## src/rtl/pixel_coord_tracker_if.sv

```systemverilog
// Pixel stream bundle between the camera/VGA source and the coordinate tracker.
// master drives the raw stream; slave is the tracker that returns coordinates and status.
interface pixel_coord_tracker_if #(
    parameter int GRAY_WIDTH   = 8,
    parameter int X_CORD_WIDTH = 10,
    parameter int Y_CORD_WIDTH = 10,
    parameter int FCNT_WIDTH   = 16
);
    logic [GRAY_WIDTH-1:0]   gray_in;
    logic                    pix_valid;
    logic                    HS;
    logic                    VS;
    logic [GRAY_WIDTH-1:0]   gray_out;
    logic                    pix_valid_out;
    logic [X_CORD_WIDTH-1:0] x_cord;
    logic [Y_CORD_WIDTH-1:0] y_cord;
    logic                    line_err;
    logic                    frame_err;
    logic [FCNT_WIDTH-1:0]   frame_cnt;

    modport master (
        output gray_in, pix_valid, HS, VS,
        input  gray_out, pix_valid_out, x_cord, y_cord, line_err, frame_err, frame_cnt
    );

    modport slave (
        input  gray_in, pix_valid, HS, VS,
        output gray_out, pix_valid_out, x_cord, y_cord, line_err, frame_err, frame_cnt
    );
endinterface

```

## src/rtl/pixel_coord_tracker.sv

```systemverilog
// Converts a pixel stream with HS/VS syncs into registered x/y coordinates with aligned gray data,
// checks line and frame geometry with sticky error flags, and counts completed frames.
module pixel_coord_tracker #(
    parameter int   GRAY_WIDTH   = 8,
    parameter int   FRAME_WIDTH  = 640,
    parameter int   FRAME_HEIGHT = 480,
    parameter int   X_CORD_WIDTH = 10,
    parameter int   Y_CORD_WIDTH = 10,
    parameter logic SYNC_ACTIVE  = 1'b1,
    parameter int   FCNT_WIDTH   = 16
) (
    input  logic                  clk,
    input  logic                  rst_n,
    pixel_coord_tracker_if.slave  bus
);
    typedef enum logic [0:0] {
        SYNC_WAIT = 1'b0,
        ACTIVE    = 1'b1
    } state_t;

    localparam logic [X_CORD_WIDTH-1:0] X_LAST = X_CORD_WIDTH'(FRAME_WIDTH - 1);
    localparam logic [Y_CORD_WIDTH-1:0] Y_LAST = Y_CORD_WIDTH'(FRAME_HEIGHT - 1);
    localparam logic [X_CORD_WIDTH:0]   P_EXP  = (X_CORD_WIDTH + 1)'(FRAME_WIDTH);
    localparam logic [Y_CORD_WIDTH:0]   L_EXP  = (Y_CORD_WIDTH + 1)'(FRAME_HEIGHT);
    localparam logic [X_CORD_WIDTH:0]   P_MAX  = {(X_CORD_WIDTH + 1){1'b1}};
    localparam logic [Y_CORD_WIDTH:0]   L_MAX  = {(Y_CORD_WIDTH + 1){1'b1}};

    state_t                  r_state;
    logic                    r_hs;
    logic                    r_vs;
    logic [X_CORD_WIDTH-1:0] r_xcnt;
    logic [Y_CORD_WIDTH-1:0] r_ycnt;
    logic [X_CORD_WIDTH:0]   r_pcnt;
    logic [Y_CORD_WIDTH:0]   r_lines;
    logic [GRAY_WIDTH-1:0]   r_gray;
    logic                    r_pv;
    logic [X_CORD_WIDTH-1:0] r_x;
    logic [Y_CORD_WIDTH-1:0] r_y;
    logic                    r_line_err;
    logic                    r_frame_err;
    logic [FCNT_WIDTH-1:0]   r_fcnt;

    logic                    w_active;
    logic                    w_hs_start;
    logic                    w_vs_start;
    logic                    w_pix;
    logic [X_CORD_WIDTH:0]   w_pcnt_inc;
    logic                    w_line_has;
    logic                    w_line_end;
    logic                    w_frame_end;
    logic                    w_line_bad;
    logic [Y_CORD_WIDTH:0]   w_lines_inc;

    assign w_active    = (r_state == ACTIVE);
    assign w_hs_start  = (bus.HS == SYNC_ACTIVE) && (r_hs != SYNC_ACTIVE);
    assign w_vs_start  = (bus.VS == SYNC_ACTIVE) && (r_vs != SYNC_ACTIVE);
    assign w_pix       = bus.pix_valid && w_active;
    // Pixel count including a pixel arriving in the same cycle as a sync start.
    assign w_pcnt_inc  = (w_pix && (r_pcnt != P_MAX)) ? (r_pcnt + (X_CORD_WIDTH + 1)'(1)) : r_pcnt;
    assign w_line_has  = (w_pcnt_inc != (X_CORD_WIDTH + 1)'(0));
    assign w_line_end  = w_active && w_hs_start && w_line_has;
    assign w_frame_end = w_active && w_vs_start;
    assign w_line_bad  = (w_pcnt_inc != P_EXP);
    // A line with pixels is counted once, whether closed by HS or implicitly by VS.
    assign w_lines_inc = (w_line_has && (r_lines != L_MAX)) ? (r_lines + (Y_CORD_WIDTH + 1)'(1)) : r_lines;

    // Sync edge history, pixel pipeline, FSM and geometry counters.
    always_ff @(posedge clk or negedge rst_n) begin
        if (!rst_n) begin
            r_state     <= SYNC_WAIT;
            r_hs        <= 1'b0;
            r_vs        <= 1'b0;
            r_xcnt      <= '0;
            r_ycnt      <= '0;
            r_pcnt      <= '0;
            r_lines     <= '0;
            r_gray      <= '0;
            r_pv        <= 1'b0;
            r_x         <= '0;
            r_y         <= '0;
            r_line_err  <= 1'b0;
            r_frame_err <= 1'b0;
            r_fcnt      <= '0;
        end else begin
            r_hs   <= bus.HS;
            r_vs   <= bus.VS;
            r_gray <= bus.gray_in;
            r_pv   <= w_pix;
            if (w_pix) begin
                r_x <= r_xcnt;
                r_y <= r_ycnt;
            end

            case (r_state)
                SYNC_WAIT: r_state <= w_vs_start ? ACTIVE : SYNC_WAIT;
                ACTIVE:    r_state <= ACTIVE;
                default:   r_state <= SYNC_WAIT;
            endcase

            if (w_frame_end) begin
                if (w_line_end && w_line_bad) begin
                    r_line_err <= 1'b1;
                end
                if (w_lines_inc != L_EXP) begin
                    r_frame_err <= 1'b1;
                end
                r_fcnt  <= r_fcnt + FCNT_WIDTH'(1);
                r_xcnt  <= '0;
                r_ycnt  <= '0;
                r_pcnt  <= '0;
                r_lines <= '0;
            end else if (w_line_end) begin
                if (w_line_bad) begin
                    r_line_err <= 1'b1;
                end
                r_xcnt  <= '0;
                r_pcnt  <= '0;
                r_lines <= w_lines_inc;
                if (r_ycnt != Y_LAST) begin
                    r_ycnt <= r_ycnt + Y_CORD_WIDTH'(1);
                end
            end else if (w_pix) begin
                r_pcnt <= w_pcnt_inc;
                if (r_xcnt != X_LAST) begin
                    r_xcnt <= r_xcnt + X_CORD_WIDTH'(1);
                end
            end
        end
    end

    assign bus.gray_out      = r_gray;
    assign bus.pix_valid_out = r_pv;
    assign bus.x_cord        = r_x;
    assign bus.y_cord        = r_y;
    assign bus.line_err      = r_line_err;
    assign bus.frame_err     = r_frame_err;
    assign bus.frame_cnt     = r_fcnt;
endmodule

```

## src/flat_wrapper.sv

```systemverilog
// flat-port wrapper written by rule: the top's interface ports become plain ports
module pixel_coord_tracker_flat 
#(
    parameter int   GRAY_WIDTH   = 8,
    parameter int   FRAME_WIDTH  = 640,
    parameter int   FRAME_HEIGHT = 480,
    parameter int   X_CORD_WIDTH = 10,
    parameter int   Y_CORD_WIDTH = 10,
    parameter logic SYNC_ACTIVE  = 1'b1,
    parameter int   FCNT_WIDTH   = 16
)
  (clk, rst_n, bus_gray_in, bus_pix_valid, bus_HS, bus_VS, bus_gray_out, bus_pix_valid_out, bus_x_cord, bus_y_cord, bus_line_err, bus_frame_err, bus_frame_cnt);
  pixel_coord_tracker_if #(.GRAY_WIDTH(GRAY_WIDTH), .X_CORD_WIDTH(X_CORD_WIDTH), .Y_CORD_WIDTH(Y_CORD_WIDTH), .FCNT_WIDTH(FCNT_WIDTH)) bus_i ();
  input  logic clk;
  input  logic rst_n;
  input wire logic [$bits(bus_i.gray_in)-1:0] bus_gray_in;
  input wire logic [$bits(bus_i.pix_valid)-1:0] bus_pix_valid;
  input wire logic [$bits(bus_i.HS)-1:0] bus_HS;
  input wire logic [$bits(bus_i.VS)-1:0] bus_VS;
  output wire logic [$bits(bus_i.gray_out)-1:0] bus_gray_out;
  output wire logic [$bits(bus_i.pix_valid_out)-1:0] bus_pix_valid_out;
  output wire logic [$bits(bus_i.x_cord)-1:0] bus_x_cord;
  output wire logic [$bits(bus_i.y_cord)-1:0] bus_y_cord;
  output wire logic [$bits(bus_i.line_err)-1:0] bus_line_err;
  output wire logic [$bits(bus_i.frame_err)-1:0] bus_frame_err;
  output wire logic [$bits(bus_i.frame_cnt)-1:0] bus_frame_cnt;
  assign bus_i.gray_in = bus_gray_in;
  assign bus_i.pix_valid = bus_pix_valid;
  assign bus_i.HS = bus_HS;
  assign bus_i.VS = bus_VS;
  assign bus_gray_out = bus_i.gray_out;
  assign bus_pix_valid_out = bus_i.pix_valid_out;
  assign bus_x_cord = bus_i.x_cord;
  assign bus_y_cord = bus_i.y_cord;
  assign bus_line_err = bus_i.line_err;
  assign bus_frame_err = bus_i.frame_err;
  assign bus_frame_cnt = bus_i.frame_cnt;
  pixel_coord_tracker #(.GRAY_WIDTH(GRAY_WIDTH), .FRAME_WIDTH(FRAME_WIDTH), .FRAME_HEIGHT(FRAME_HEIGHT), .X_CORD_WIDTH(X_CORD_WIDTH), .Y_CORD_WIDTH(Y_CORD_WIDTH), .SYNC_ACTIVE(SYNC_ACTIVE), .FCNT_WIDTH(FCNT_WIDTH)) u_core (.clk(clk), .rst_n(rst_n), .bus(bus_i));
endmodule
```

## config.mk

```make
export PLATFORM = sky130hd
export DESIGN_NAME = pixel_coord_tracker_flat
export DESIGN_NICKNAME = d
export VERILOG_FILES = /design/src/rtl/pixel_coord_tracker_if.sv /design/src/rtl/pixel_coord_tracker.sv /design/src/flat_wrapper.sv
export SDC_FILE = /design/constraint.sdc
export NUM_CORES = 1
export LEC_CHECK = 0
export BUFFER_PORTS_ARGS = -buffer_cell sky130_fd_sc_hd__buf_2
export CORE_ASPECT_RATIO = 1.2
export CORE_UTILIZATION = 52
export CTS_CLUSTER_SIZE = 20
export DETAILED_ROUTE_END_ITERATION = 12
export PLACE_DENSITY = 0.83
export SYNTH_ARGS = -nofsm -noshare
export SYNTH_HDL_FRONTEND = slang
export SYNTH_SLANG_ARGS = --single-unit
```

## constraint.sdc

```tcl
create_clock -name clk -period 2.41 [get_ports clk]
set_input_delay 0.482 -clock clk [delete_from_list [all_inputs] [get_ports clk]]
set_output_delay 0.482 -clock clk [all_outputs]
set_load 0.02 [all_outputs]
```

[After elaboration in Yosys (flattened, before gate mapping)]
Cells that the tools add are included.
Operators by class
  eq/ne operators: 7
  multiplexer cells: 20
  add/sub/neg operators: 5
  bitwise gates (word level): 3
  reduce and logical (&&, ||, !) cells: 19
Operators with widths (count)
  $mux W11: 7
  $mux W10: 7
  $add A11 B1 Y11 const B: 2
  $ne A11 B11 Y1 const B: 2
  $add A10 B1 Y10 const B: 2
  $add A16 B1 Y16 const B: 1
  $ne A11 B10 Y1 const B: 1
  $ne A11 B9 Y1 const B: 1
  $reduce_bool A11 Y1: 1
  $ne A10 B10 Y1 const B: 1
  $ne A10 B9 Y1 const B: 1
  $logic_and A1 B1 Y1: 9
  $reduce_and A2 Y1: 3
  $reduce_bool A2 Y1: 3
  $reduce_bool A3 Y1: 2
  $mux W1: 5
  $not A1 Y1: 3
  $reduce_and A3 Y1: 1
  $ne A2 B2 Y1 const B: 1
  $pmux W1 S2: 1
Storage, ports and cells
  input port bits: 13
  bits in registers: 92
  output and inout port bits: 47

[Depth between registers and ports, before layout]
  word-level depth: 8
  mapped depth: 10
  gate-level depth less buffers: 9

[Worst setup path before layout]
Ideal clock, no wire load.
  path kind: reg2reg
  start point: register u_core.r_pcnt[0]
  end point: register u_core.r_ycnt[3]
  stages on the path, launching flop included: 11
  arrival: 2.486 ns
  setup slack: -0.212 ns
  clock period less this slack: 2.622 ns
  path buffers: 1
  library setup time: 0.136 ns
  cells stage by stage: dfrtp_1 > ha_1 > and3_1 > a21o_1 > a221oi_2 > nand4_2 > o311ai_4 > o21a_1 > buf_2 > or3_1 > a21oi_1
Between the ends
  cells in the longest elaborated chain, start to end: 7
  elaborated cells on any way between the ends: 8
  classes of those cells: add/sub (1); eq/ne (1); mux (1); reduce/logical (5)
RTL lines
  start, declared: line pixel_coord_tracker.sv:33  | logic [X_CORD_WIDTH:0] r_pcnt;
  start signal, assigned: line pixel_coord_tracker.sv:123  | r_pcnt <= w_pcnt_inc;
  parallel branches: the longest is 2 deep, another holds $add A11 B1 Y11
  $mux W11 (*): line pixel_coord_tracker.sv:59  | assign w_pcnt_inc = (w_pix && (r_pcnt != P_MAX)) ? (r_pcnt + (X_CORD_WIDTH + 1)'(1)) : r_pcnt;
  $reduce_bool A11 Y1 (*): line pixel_coord_tracker.sv:60  | assign w_line_has = (w_pcnt_inc != (X_CORD_WIDTH + 1)'(0));
  $logic_and A1 B1 Y1 (*): line pixel_coord_tracker.sv:61  | assign w_line_end = w_active && w_hs_start && w_line_has;
  $reduce_bool A2 Y1 (no source line) (*)
  $reduce_and A2 Y1 (no source line) (*)
  end signal, assigned: line pixel_coord_tracker.sv:120  | r_ycnt <= r_ycnt + Y_CORD_WIDTH'(1);
  end, declared: line pixel_coord_tracker.sv:32  | logic [Y_CORD_WIDTH-1:0] r_ycnt;
Mark *: on every way between the ends.
A chain may end at the register's enable or synchronous reset.

[Worst setup path after layout]
  start point: register u_core.r_pcnt[8]
  end point: register u_core.r_ycnt[8]
Same word-level chain as after synthesis.

==> out/metrics.yaml <==
yosys:
  synth_flop_cell: "dfrtp_1"
  synth_area_um2: 4287
  syn_nets: 417
  yosys.area.top_type_share_pct: 53.71
  yosysUniqueCellTypes: 56
  synthTopCellsByArea: "dfrtp_1, mux2_2, xnor2_1"
  synth_commonest_cells: "dfrtp_1, nor2_1, nand2_1"
  synth_top_cell_by_area: "dfrtp_1"
  synth_edf_count: 0
  ys_seq_area_share_pct: 53.71
  ys_seq_elements: 92
  synth-async-reset-ratio_pct: 100.0
  synth_area_per_cell_um2: 10.74
  ys_warn_count: 0
  yosysMostFrequentCell: "dfrtp_1"
  synth_cells: 399
sta:
  hold_ws_ps: 207.5
  maxSlewViolCount: 0
  setup_slack_ps: -123.6
  final-setup-viol-count: 38
  fin_worst_skew_ps: 12.52
  fin_setup_tns_ps: -1678
  post-route-period-util_pct: 105.1
  period_needed_ps: 2534
  fmax_mhz: 394.7
  hold_viol_final: 0
  tightest_slew_ps: 905.8
  rsz0062_at_grt: "yes"
  relSlewSlack_pct: 38.76
floorplanning:
  start_util_pct: 54.68
  die_h_um: 101.5
  die-width_um: 84.88
  core-area_um2: 7839
  fp-row-count: 35
  dieArea_um2: 8612
  io_pins: 60
global_route:
  grt_pass1_wl_mm: 14.68
  antenna_found_initial: 0
  grt_max_degree: 52
  grt_use_total_pct: 21.61
  grt_pass1_vias: 3326
  overflow: 0
detailed_routing:
  avgRoutedWirePerCell_um: 14.83
  dr.max_layer_used: "met4"
  met3WireLength_um: 344
  remaining_drc_errors: 7
  dr.pass1.iters: 9
  dr_wl_met2_mm: 4.681
  vias: 3451
  wl_mm: 8.883
  drtAntennaViolNets: 0
  vias_per_cell: 5.761
  drt_iter0_markers: 216
  met1Wirelength_mm: 3.670
clock_network:
  cts_buffers: 9
  cts.clk_slew.worst_paths_ps: 100
  clkSinkCount: 92
  cts_root_buf: "clkbuf_8"
  clk-insertion-delay-late_ps: 370
  cts_tree: "built"
  cts_htree_levels: 3
  cts_buffer_depth: 2
placement:
  dp_cells: 576
  io_buffers: 59
  gp_congestion: 0.9404
  dp_hpwl_mm: 6.180
worst_setup_path:
  start_kind: "flop"
  rr_worst_depth: 9
  cp.depth: 9
  path_class: "flop to flop"
  critical-path-top-delay-family: "compound AO/OA/AOI/OAI gates"
  slowest_stage: "dfrtp_1"
  crit_buf_inv: 1
  cp-end-kind: "flop"
  crit_chain: "nand3_2, nor2_2, a21boi_1, a32oi_2, o311ai_4, buf_4, o21a_4, or4_1, a21oi_1"
  crit_fanout: 6
  worstPathRequired_ps: 2700
  crit_arrival_ps: 2820
  cp_slowest_stage_delay_ps: 480
power_and_ir_drop:
  p_leak_uw: 0.002533
  p_total_uw: 3730
  ir_drop_mv: 0.3983
  powerDensity_nw_per_um2: 700.4
job:
  cap_violations: 0
layout:
  n_fill_cell: 549
  fin_nets: 520
  instances_no_fill: 599
  syn_to_final_growth_pct: 24.23
  diodes: 0
  fin_util_pct: 67.93
  layout-drive-gt1-share_pct: 33.14
hold_path:
  worstHoldPathCells: 1
  worstHoldPathType: "primary input to flop"
status:
  violations: "design-rule violations, negative setup slack"
  run_status: "complete, but fails checks"
-- worst reg2reg max path, cell delays in order (launching register included) --
cell and delay (ps):
dfrtp_1 480, nand3_2 170, nor2_2 200, a21boi_1 120
a32oi_2 310, o311ai_4 160, buf_4 180, o21a_4 210
or4_1 480, a21oi_1 150
-- metrics by stage --
| stage | worst slack, ps | cell area (um^2) |
|---|---|---|
| 5_1_grt | -215.0 | 5325 |
| 3_3_place_gp | -153.1 | 4985 |
| 6_report | -123.6 | 5325 |
| 2_1_floorplan | -50.18 | 4333 |
| 3_5_place_dp | -214.8 | 4985 |
| 4_1_cts | -40.49 | 5228 |
-- flip-flops by register name, summed over array words and instances, names as in the netlist --
signal                    flops
u_core.r_pcnt                11
u_core.r_xcnt                10
u_core.r_vs                   1
u_core.r_hs                   1
u_core.bus.frame_cnt         16
u_core.r_ycnt                10
u_core.bus.y_cord            10
u_core.bus.gray_out           8
u_core.r_state                1
u_core.bus.pix_valid_out      1
u_core.bus.frame_err          1
u_core.bus.x_cord            10
u_core.bus.line_err           1
u_core.r_lines               11
-- final timing paths --
path,from,to,slack [ps]
max,u_core.r_pcnt[8],u_core.r_ycnt[8],-120
min,bus_gray_in[5],u_core.bus.gray_out[5],210
max reg2reg,u_core.r_pcnt[8],u_core.r_ycnt[8],-120
min reg2reg,u_core.bus.line_err,u_core.bus.line_err,480
max in group asynchronous,rst_n,u_core.r_state,1310
min in group asynchronous,rst_n,u_core.bus.gray_out[6],530
-- final cells by class --
type / count / area (um^2) / area share (%)
clock inverters: 7 / 68.82 / 1.292
flip-flops and latches: 92 / 2302 / 43.23
repair buffers: 105 / 681.9 / 12.81
multi-input cells: 287 / 2007 / 37.69
inverters: 7 / 26.28 / 0.4934
clock buffers: 9 / 123.9 / 2.326
well taps: 92 / 115.1 / 2.162
-- power breakdown --
group | switching [uW] | internal, uW | total, uW | leakage (uW)
logic | 468 | 398 | 866 | 0.00121
clock network | 607 | 403 | 1010 | 0.0000968
registers | 162 | 1690 | 1850 | 0.00122
-- repair_timing --
item,CTS,global route
endpoints found under the hold margin,4,0
pin swaps,4,4
gates cloned,0,1
hold buffers,1,0
endpoints found under the setup margin,35,41
buffers inserted,1,5
resized for setup,7,14
-- cells in the final DEF, fill, tap and decap left out, drive strengths merged, types with 2 or more instances in the layout --
cell / instances
nor2b: 2
clkbuf: 9
mux2: 20
clkinv: 2
xor2: 14
and4: 5
nand2b: 2
o211ai: 2
or4: 2
buf: 104
o31ai: 3
nand2: 40
inv: 11
ha: 5
a21oi: 12
o21a: 3
a31oi: 4
mux2i: 6
nand4: 12
xnor2: 24
a31o: 4
a21o: 2
or4b: 2
o21ai: 7
o311ai: 3
nor3: 15
dfrtp: 92
nor3b: 2
nand3: 22
or3: 5
nor4: 2
nor2: 44
and3: 9
-- cell families (layout without fill, tap and decap cells) --
kind of cell    Yosys count  count (layout)  share of synthesized area [%]
simple gates            169             169                          19.85
fa+ha+maj                 5               5                          1.459
mux                      26              26                          6.655
compound gates           48              49                          8.465
xor+xnor                 38              38                          7.764
buf+inv                  21             128                          2.102
flops                    92              92                          53.71
-- per-layer routing --
layer	global-route usage, %	vias up
met5	0	-
met4	11.21	0
met3	3.830	21
met2	38.46	97
met1	25.19	1708
li1	-	1625
Power figures use the tool's default switching activity.
